--- config.mk ---
export PLATFORM = sky130hd
export DESIGN_NAME = multi_read_mem_flat
export DESIGN_NICKNAME = d
export VERILOG_FILES = /design/src/rtl/mem_pkg.sv /design/src/rtl/multi_read_mem_if.sv /design/src/rtl/mem_read_port.sv /design/src/rtl/multi_read_mem.sv /design/src/flat_wrapper.sv
export SDC_FILE = /design/constraint.sdc
export NUM_CORES = 1
export LEC_CHECK = 0
export ABC_AREA = 1
export BUFFER_PORTS_ARGS = -buffer_cell sky130_fd_sc_hd__buf_2
export CELL_PAD_IN_SITES_DETAIL_PLACEMENT = 0
export CELL_PAD_IN_SITES_GLOBAL_PLACEMENT = 2
export CORE_UTILIZATION = 40
export DETAILED_ROUTE_END_ITERATION = 8
export PLACE_DENSITY = 0.92
export SLEW_MARGIN = 20
export SYNTH_ARGS = -nofsm -noshare
export SYNTH_HDL_FRONTEND = slang
export SYNTH_HIERARCHICAL = 1
export SYNTH_SLANG_ARGS = --single-unit
--- constraint.sdc ---
create_clock -name clk -period 5.7 [get_ports clk]
set_input_delay 0.57 -clock clk [delete_from_list [all_inputs] [get_ports clk]]
set_output_delay 0.57 -clock clk [all_outputs]
set_load 0.03 [all_outputs]
--- src/rtl/mem_pkg.sv ---
// Shared types and helpers for the multi-port register-file memory.
package mem_pkg;

   typedef enum logic [0:0] {
      IDLE  = 1'b0,
      CLEAR = 1'b1
   } clearState_t;

   localparam int MaxWidth = 1024;

   function automatic int addr_width(input int depth);
      return (depth > 1) ? $clog2(depth) : 1;
   endfunction

   // Value presented on a disabled or out-of-range read port, widened to MaxWidth.
   function automatic logic [MaxWidth-1:0] disabled_value(input bit inverted, input int width);
      logic [MaxWidth-1:0] v;
      v = '0;
      for (int i = 0; i < MaxWidth; i++) begin
         if (inverted && (i < width)) v[i] = 1'b1;
      end
      return v;
   endfunction

endpackage

--- src/rtl/multi_read_mem_if.sv ---
// Write/read bus of the multi-port memory; the master drives requests, the slave returns data.
interface multi_read_mem_if #(
   parameter int BitWidth     = 8,
   parameter int Depth        = 16,
   parameter int NumReadPorts = 2,
   parameter int LaneWidth    = 8
);
   import mem_pkg::*;

   localparam int AW       = addr_width(Depth);
   localparam int NumLanes = BitWidth / LaneWidth;

   logic                                  wEn;
   logic [AW-1:0]                         wAddr;
   logic [NumLanes-1:0]                   wMask;
   logic [BitWidth-1:0]                   dIN;
   logic [NumReadPorts-1:0]               rEn;
   logic [NumReadPorts-1:0][AW-1:0]       rAddr;
   logic [NumReadPorts-1:0][BitWidth-1:0] dOUT;
   logic                                  busy;

   modport master (output wEn, wAddr, wMask, dIN, rEn, rAddr, input dOUT, busy);
   modport slave  (input wEn, wAddr, wMask, dIN, rEn, rAddr, output dOUT, busy);

endinterface

--- src/rtl/mem_read_port.sv ---
// One read port: range check, disabled-value select and optional output register with write-first bypass.
module mem_read_port import mem_pkg::*; #(
   parameter int BitWidth             = 8,
   parameter int Depth                = 16,
   parameter int AW                   = 4,
   parameter bit RegisteredRead       = 1'b1,
   parameter bit InvertedDisabledDOUT = 1'b0
) (
   input  logic                clk,
   input  logic                rst,
   input  logic                clk_en,
   input  logic                rEn,
   input  logic [AW-1:0]       rAddr,
   input  logic                busy,
   input  logic [BitWidth-1:0] rdWord,
   input  logic                wFire,
   input  logic [AW-1:0]       wAddr,
   input  logic [BitWidth-1:0] wMerged,
   output logic [BitWidth-1:0] dOUT
);

   localparam logic [BitWidth-1:0] DV = BitWidth'(disabled_value(InvertedDisabledDOUT, BitWidth));

   logic                readOk;
   logic [BitWidth-1:0] dComb;
   logic [BitWidth-1:0] dReg;

   assign readOk = rEn && !busy && (32'(rAddr) < Depth);
   assign dComb  = readOk ? rdWord : DV;

   // A write landing on the same edge wins, so the register sees the merged word.
   always_ff @(posedge clk) begin
      if (rst) begin
         dReg <= DV;
      end else if (clk_en) begin
         if (readOk && wFire && (wAddr == rAddr)) dReg <= wMerged;
         else                                     dReg <= dComb;
      end
   end

   assign dOUT = RegisteredRead ? dReg : dComb;

endmodule

--- src/rtl/multi_read_mem.sv ---
// Register-file memory with one lane-masked write port, NumReadPorts read ports and a post-reset clear FSM.
module multi_read_mem import mem_pkg::*; #(
   parameter int BitWidth             = 8,
   parameter int Depth                = 16,
   parameter int NumReadPorts         = 2,
   parameter int LaneWidth            = 8,
   parameter bit RegisteredRead       = 1'b1,
   parameter bit InvertedDisabledDOUT = 1'b0,
   parameter bit ClearOnReset         = 1'b1
) (
   input logic             clk,
   input logic             rst,
   input logic             clk_en,
   multi_read_mem_if.slave bus
);

   localparam int AW       = addr_width(Depth);
   localparam int NumLanes = BitWidth / LaneWidth;

   if (BitWidth % LaneWidth != 0) begin : gBadLane
      $fatal(1, "multi_read_mem: BitWidth must be a multiple of LaneWidth");
   end
   if (NumReadPorts < 1) begin : gBadPorts
      $fatal(1, "multi_read_mem: NumReadPorts must be at least 1");
   end
   if (Depth < 1) begin : gBadDepth
      $fatal(1, "multi_read_mem: Depth must be at least 1");
   end

   logic [BitWidth-1:0]                   mem [Depth];
   clearState_t                           state;
   logic [AW-1:0]                         clearCnt;
   logic                                  wInRange;
   logic                                  wFire;
   logic [BitWidth-1:0]                   wOld;
   logic [BitWidth-1:0]                   wMerged;
   logic [NumReadPorts-1:0][BitWidth-1:0] rdWord;
   logic [NumReadPorts-1:0][BitWidth-1:0] dOutAll;

   assign bus.busy = (state == CLEAR);
   assign wInRange = 32'(bus.wAddr) < Depth;
   assign wFire    = bus.wEn && wInRange && (state == IDLE) && !rst;

   always_comb begin
      wOld    = wInRange ? mem[bus.wAddr] : '0;
      wMerged = wOld;
      for (int i = 0; i < NumLanes; i++) begin
         if (bus.wMask[i]) wMerged[i*LaneWidth +: LaneWidth] = bus.dIN[i*LaneWidth +: LaneWidth];
      end
   end

   // The clear walks the array once, handing back to IDLE on the edge that zeroes the last word.
   always_ff @(posedge clk) begin
      if (rst) begin
         state    <= ClearOnReset ? CLEAR : IDLE;
         clearCnt <= '0;
      end else if (clk_en && (state == CLEAR)) begin
         if (clearCnt == AW'(Depth - 1)) begin
            state    <= IDLE;
            clearCnt <= '0;
         end else begin
            clearCnt <= clearCnt + AW'(1);
         end
      end
   end

   always_ff @(posedge clk) begin
      if (clk_en && !rst) begin
         if (state == CLEAR) mem[clearCnt]  <= '0;
         else if (wFire)     mem[bus.wAddr] <= wMerged;
      end
   end

   always_comb begin
      for (int p = 0; p < NumReadPorts; p++) begin
         rdWord[p] = (32'(bus.rAddr[p]) < Depth) ? mem[bus.rAddr[p]] : '0;
      end
   end

   for (genvar p = 0; p < NumReadPorts; p++) begin : gPort
      mem_read_port #(
         .BitWidth             (BitWidth),
         .Depth                (Depth),
         .AW                   (AW),
         .RegisteredRead       (RegisteredRead),
         .InvertedDisabledDOUT (InvertedDisabledDOUT)
      ) uPort (
         .clk     (clk),
         .rst     (rst),
         .clk_en  (clk_en),
         .rEn     (bus.rEn[p]),
         .rAddr   (bus.rAddr[p]),
         .busy    (bus.busy),
         .rdWord  (rdWord[p]),
         .wFire   (wFire),
         .wAddr   (bus.wAddr),
         .wMerged (wMerged),
         .dOUT    (dOutAll[p])
      );
   end

   assign bus.dOUT = dOutAll;

endmodule
--- src/flat_wrapper.sv ---
// flat-port wrapper written by rule: the top's interface ports become plain ports
module multi_read_mem_flat import mem_pkg::*;
#(
   parameter int BitWidth             = 8,
   parameter int Depth                = 16,
   parameter int NumReadPorts         = 2,
   parameter int LaneWidth            = 8,
   parameter bit RegisteredRead       = 1'b1,
   parameter bit InvertedDisabledDOUT = 1'b0,
   parameter bit ClearOnReset         = 1'b1
)
  (clk, rst, clk_en, bus_wEn, bus_wAddr, bus_wMask, bus_dIN, bus_rEn, bus_rAddr, bus_dOUT, bus_busy);
  multi_read_mem_if #(.BitWidth(BitWidth), .Depth(Depth), .NumReadPorts(NumReadPorts), .LaneWidth(LaneWidth)) bus_i ();
  input logic clk;
  input logic rst;
  input logic clk_en;
  input wire logic [$bits(bus_i.wEn)-1:0] bus_wEn;
  input wire logic [$bits(bus_i.wAddr)-1:0] bus_wAddr;
  input wire logic [$bits(bus_i.wMask)-1:0] bus_wMask;
  input wire logic [$bits(bus_i.dIN)-1:0] bus_dIN;
  input wire logic [$bits(bus_i.rEn)-1:0] bus_rEn;
  input wire logic [$bits(bus_i.rAddr)-1:0] bus_rAddr;
  output wire logic [$bits(bus_i.dOUT)-1:0] bus_dOUT;
  output wire logic [$bits(bus_i.busy)-1:0] bus_busy;
  assign bus_i.wEn = bus_wEn;
  assign bus_i.wAddr = bus_wAddr;
  assign bus_i.wMask = bus_wMask;
  assign bus_i.dIN = bus_dIN;
  assign bus_i.rEn = bus_rEn;
  assign bus_i.rAddr = bus_rAddr;
  assign bus_dOUT = bus_i.dOUT;
  assign bus_busy = bus_i.busy;
  multi_read_mem #(.BitWidth(BitWidth), .Depth(Depth), .NumReadPorts(NumReadPorts), .LaneWidth(LaneWidth), .RegisteredRead(RegisteredRead), .InvertedDisabledDOUT(InvertedDisabledDOUT), .ClearOnReset(ClearOnReset)) u_core (.clk(clk), .rst(rst), .clk_en(clk_en), .bus(bus_i));
endmodule
==> results.cfg <==
[drt]
vias = 8849
drcViolationCount = 0
postRouteAntennaNets = 0
drtIter0Drc = 1040
first_pass_iters = 6
via_per_inst = 5.64
wl_per_cell_um = 21.1
routed_wl_um = 33100

[cells_and_area]
synthToLayoutAreaGrowth_pct = 9.81
final_area_um2 = 10300
antennaDiodeCount = 0
nFillCells = 2370
drive_gt1_share_pct = 10.8
fin_nets = 1270
layout_common_cells = nand2_1 (316), nand3_1 (238), inv_1 (134), edfxtp_1 (128), nor2_1 (75)
layout_commonest_cell = nand2_1
final_cells = 1568

[clock_tree]
cts.clk_slew.worst_paths_ps = 70
cts_sinks = 149
cts_resized = 0
post-cts-setup-buffer-count = 0
htreeDepth = 4
clk_latency_ps = 430
cts-root-buf = clkbuf_16
cts-buffers-inserted = 17
cts_hold_buffers = 0
tritoncts = built
cts_buffer_depth = 2

[die]
coreArea_um2 = 22800
dieArea_um2 = 24100
die_x_um = 155
num_io_pins = 44
initial_core_util_pct = 41.1
rows = 55
die_y_um = 155

[place]
portBuffers = 43
placedCellCount = 1536
placed_area_um2 = 9770
hpwl_um = 21100
dp_slack_ps = 1970
place_congestion = 0.842

[timing]
fin_worst_skew_ps = 12.5
slew-limit-headroom_pct = 30.8
fin_crit_sh_pct = 59.6
fin_ws_ps = 2300
timing.fmax_mhz = 294
tightestPinTransition_ps = 1040
hold_viol_final = 0
setup_viol = 0
maxSlewViolCount = 0
rsz0062_at_grt = no
setup-tns-final_ps = 0
fin_crit_ps = 3400

[synthesis]
yosys.area.top_type = edfxtp_1
netlist_area_um2 = 9390
synth_area_per_cell_um2 = 7.58
ys_seq_area_share_pct = 45.4
synth_top_area_share_pct = 41.0
yosys_warnings = 6
ys_types = 33
synth_seq_cells = 149
synthTopCellsByArea = edfxtp_1 (41%), nand3_1 (13%), nand2_1 (13%)
synth_nets = 1266
synthCells = 1238

[grt]
grt_pass1_vias = 7971
overflow = 0
grt_usage_pct = 28.3
grt_max_degree = 94
grt_pass1_wl_um = 49600
antenna_found_initial = 0

[pwr]
p_leak_nw = 4.39
p_per_area_nw_per_um2 = 250
max-vdd-ir-drop_mv = 0.173
fin_total_pwr_mw = 2.58

[setup_path]
crit_path_end_kind = flop
cp.required_ps = 5790
start_kind = primary input
worstSetupPathType = primary input to flop
worst-path-max-fanout = 39
arrival_ps = 3490

[job]
max_cap_violations = 0

[min_path]
hp-class = flop to flop

[run_status]
status = complete, no violations
[cell type report]
cell class | instances | area (µm²) | area share (%)
sequential | 149 | 4260 | 41.4
multi-input combinational | 867 | 4190 | 40.6
inverter | 139 | 522 | 5.06
clock buffer | 17 | 425 | 4.13
timing repair buffer | 68 | 408 | 3.96
tap | 313 | 392 | 3.80
clock inverter | 15 | 106 | 1.03
[synth_stat cells, drive strengths merged]
cell type / instances
o21ai: 71
or2: 8
dfxtp: 21
nand4: 1
nor3b: 1
a21oi: 66
o31ai: 1
nor2: 81
clkbuf: 39
a211oi: 1
buf: 42
nand3: 242
inv: 138
nand2: 329
o211ai: 64
edfxtp: 128
ha: 1
clkdlybuf4s25: 2
xor2: 1
clkinv: 1
[where the power goes]
group	switching, mW	total (mW)	internal, mW
logic	0.261	0.361	0.0998
registers	0.00747	1.19	1.18
clock network	0.473	1.03	0.557
[logic make-up (layout without fill, tap and decap cells)]
logic type,after synthesis,in the layout,synth area share [%]
fa+ha+maj,1,1,0.133
compound gates,203,203,12.6
simple gates,662,662,31.8
xor+xnor,1,1,0.0933
flops,149,149,45.4
buf+inv,222,239,9.93
[flip-flops by register name, summed over array words and instances (netlist names)]
register and flops:
u_core/mem 128, u_core/clearCnt 4, u_core/bus.busy 1, u_core/gPort.uPort/dOUT 16
[worst paths after layout]
check / from / to / slack (ps) / cells past startpoint
setup reg to reg: u_core/bus.busy$_SDFFE_PP1P_ / u_core/mem[9][0]$_DFFE_PP_ / 2950 / 8
hold / removal: u_core/clearCnt[3]$_SDFFE_PP0P_ / u_core/bus.busy$_SDFFE_PP1P_ / 510 / 3
setup / recovery: bus_wAddr[1] / u_core/mem[6][1]$_DFFE_PP_ / 2300 / 10
hold reg to reg: u_core/clearCnt[3]$_SDFFE_PP0P_ / u_core/bus.busy$_SDFFE_PP1P_ / 510 / 3
[metal layers]
metal	routed length [µm]	GRT usage [%]
met1	14200	40.1
met5	0	0
met3	3600	6.88
met2	14500	42.4
met4	794	8.82
[critical path, stage by stage]
cell and delay [ps]:
buf_2 720, inv_1 490, buf_4 390, nand3_1 140, nand3_1 80, nand2_1 90
nand2_1 50, nand3_1 80, nand2_1 100, nor2_1 750
[per-stage QoR]
| stage | hold WS [ps] | utilization, % |
|---|---|---|
| 2_1_floorplan | 472 | - |
| 6_report | 510 | 45.1 |
| 3_3_place_gp | 486 | 42.8 |
| 5_1_grt | 575 | 45.1 |
| 4_1_cts | 511 | 45.1 |
| 3_5_place_dp | 495 | 42.8 |
(Power assumes the default switching activity.)
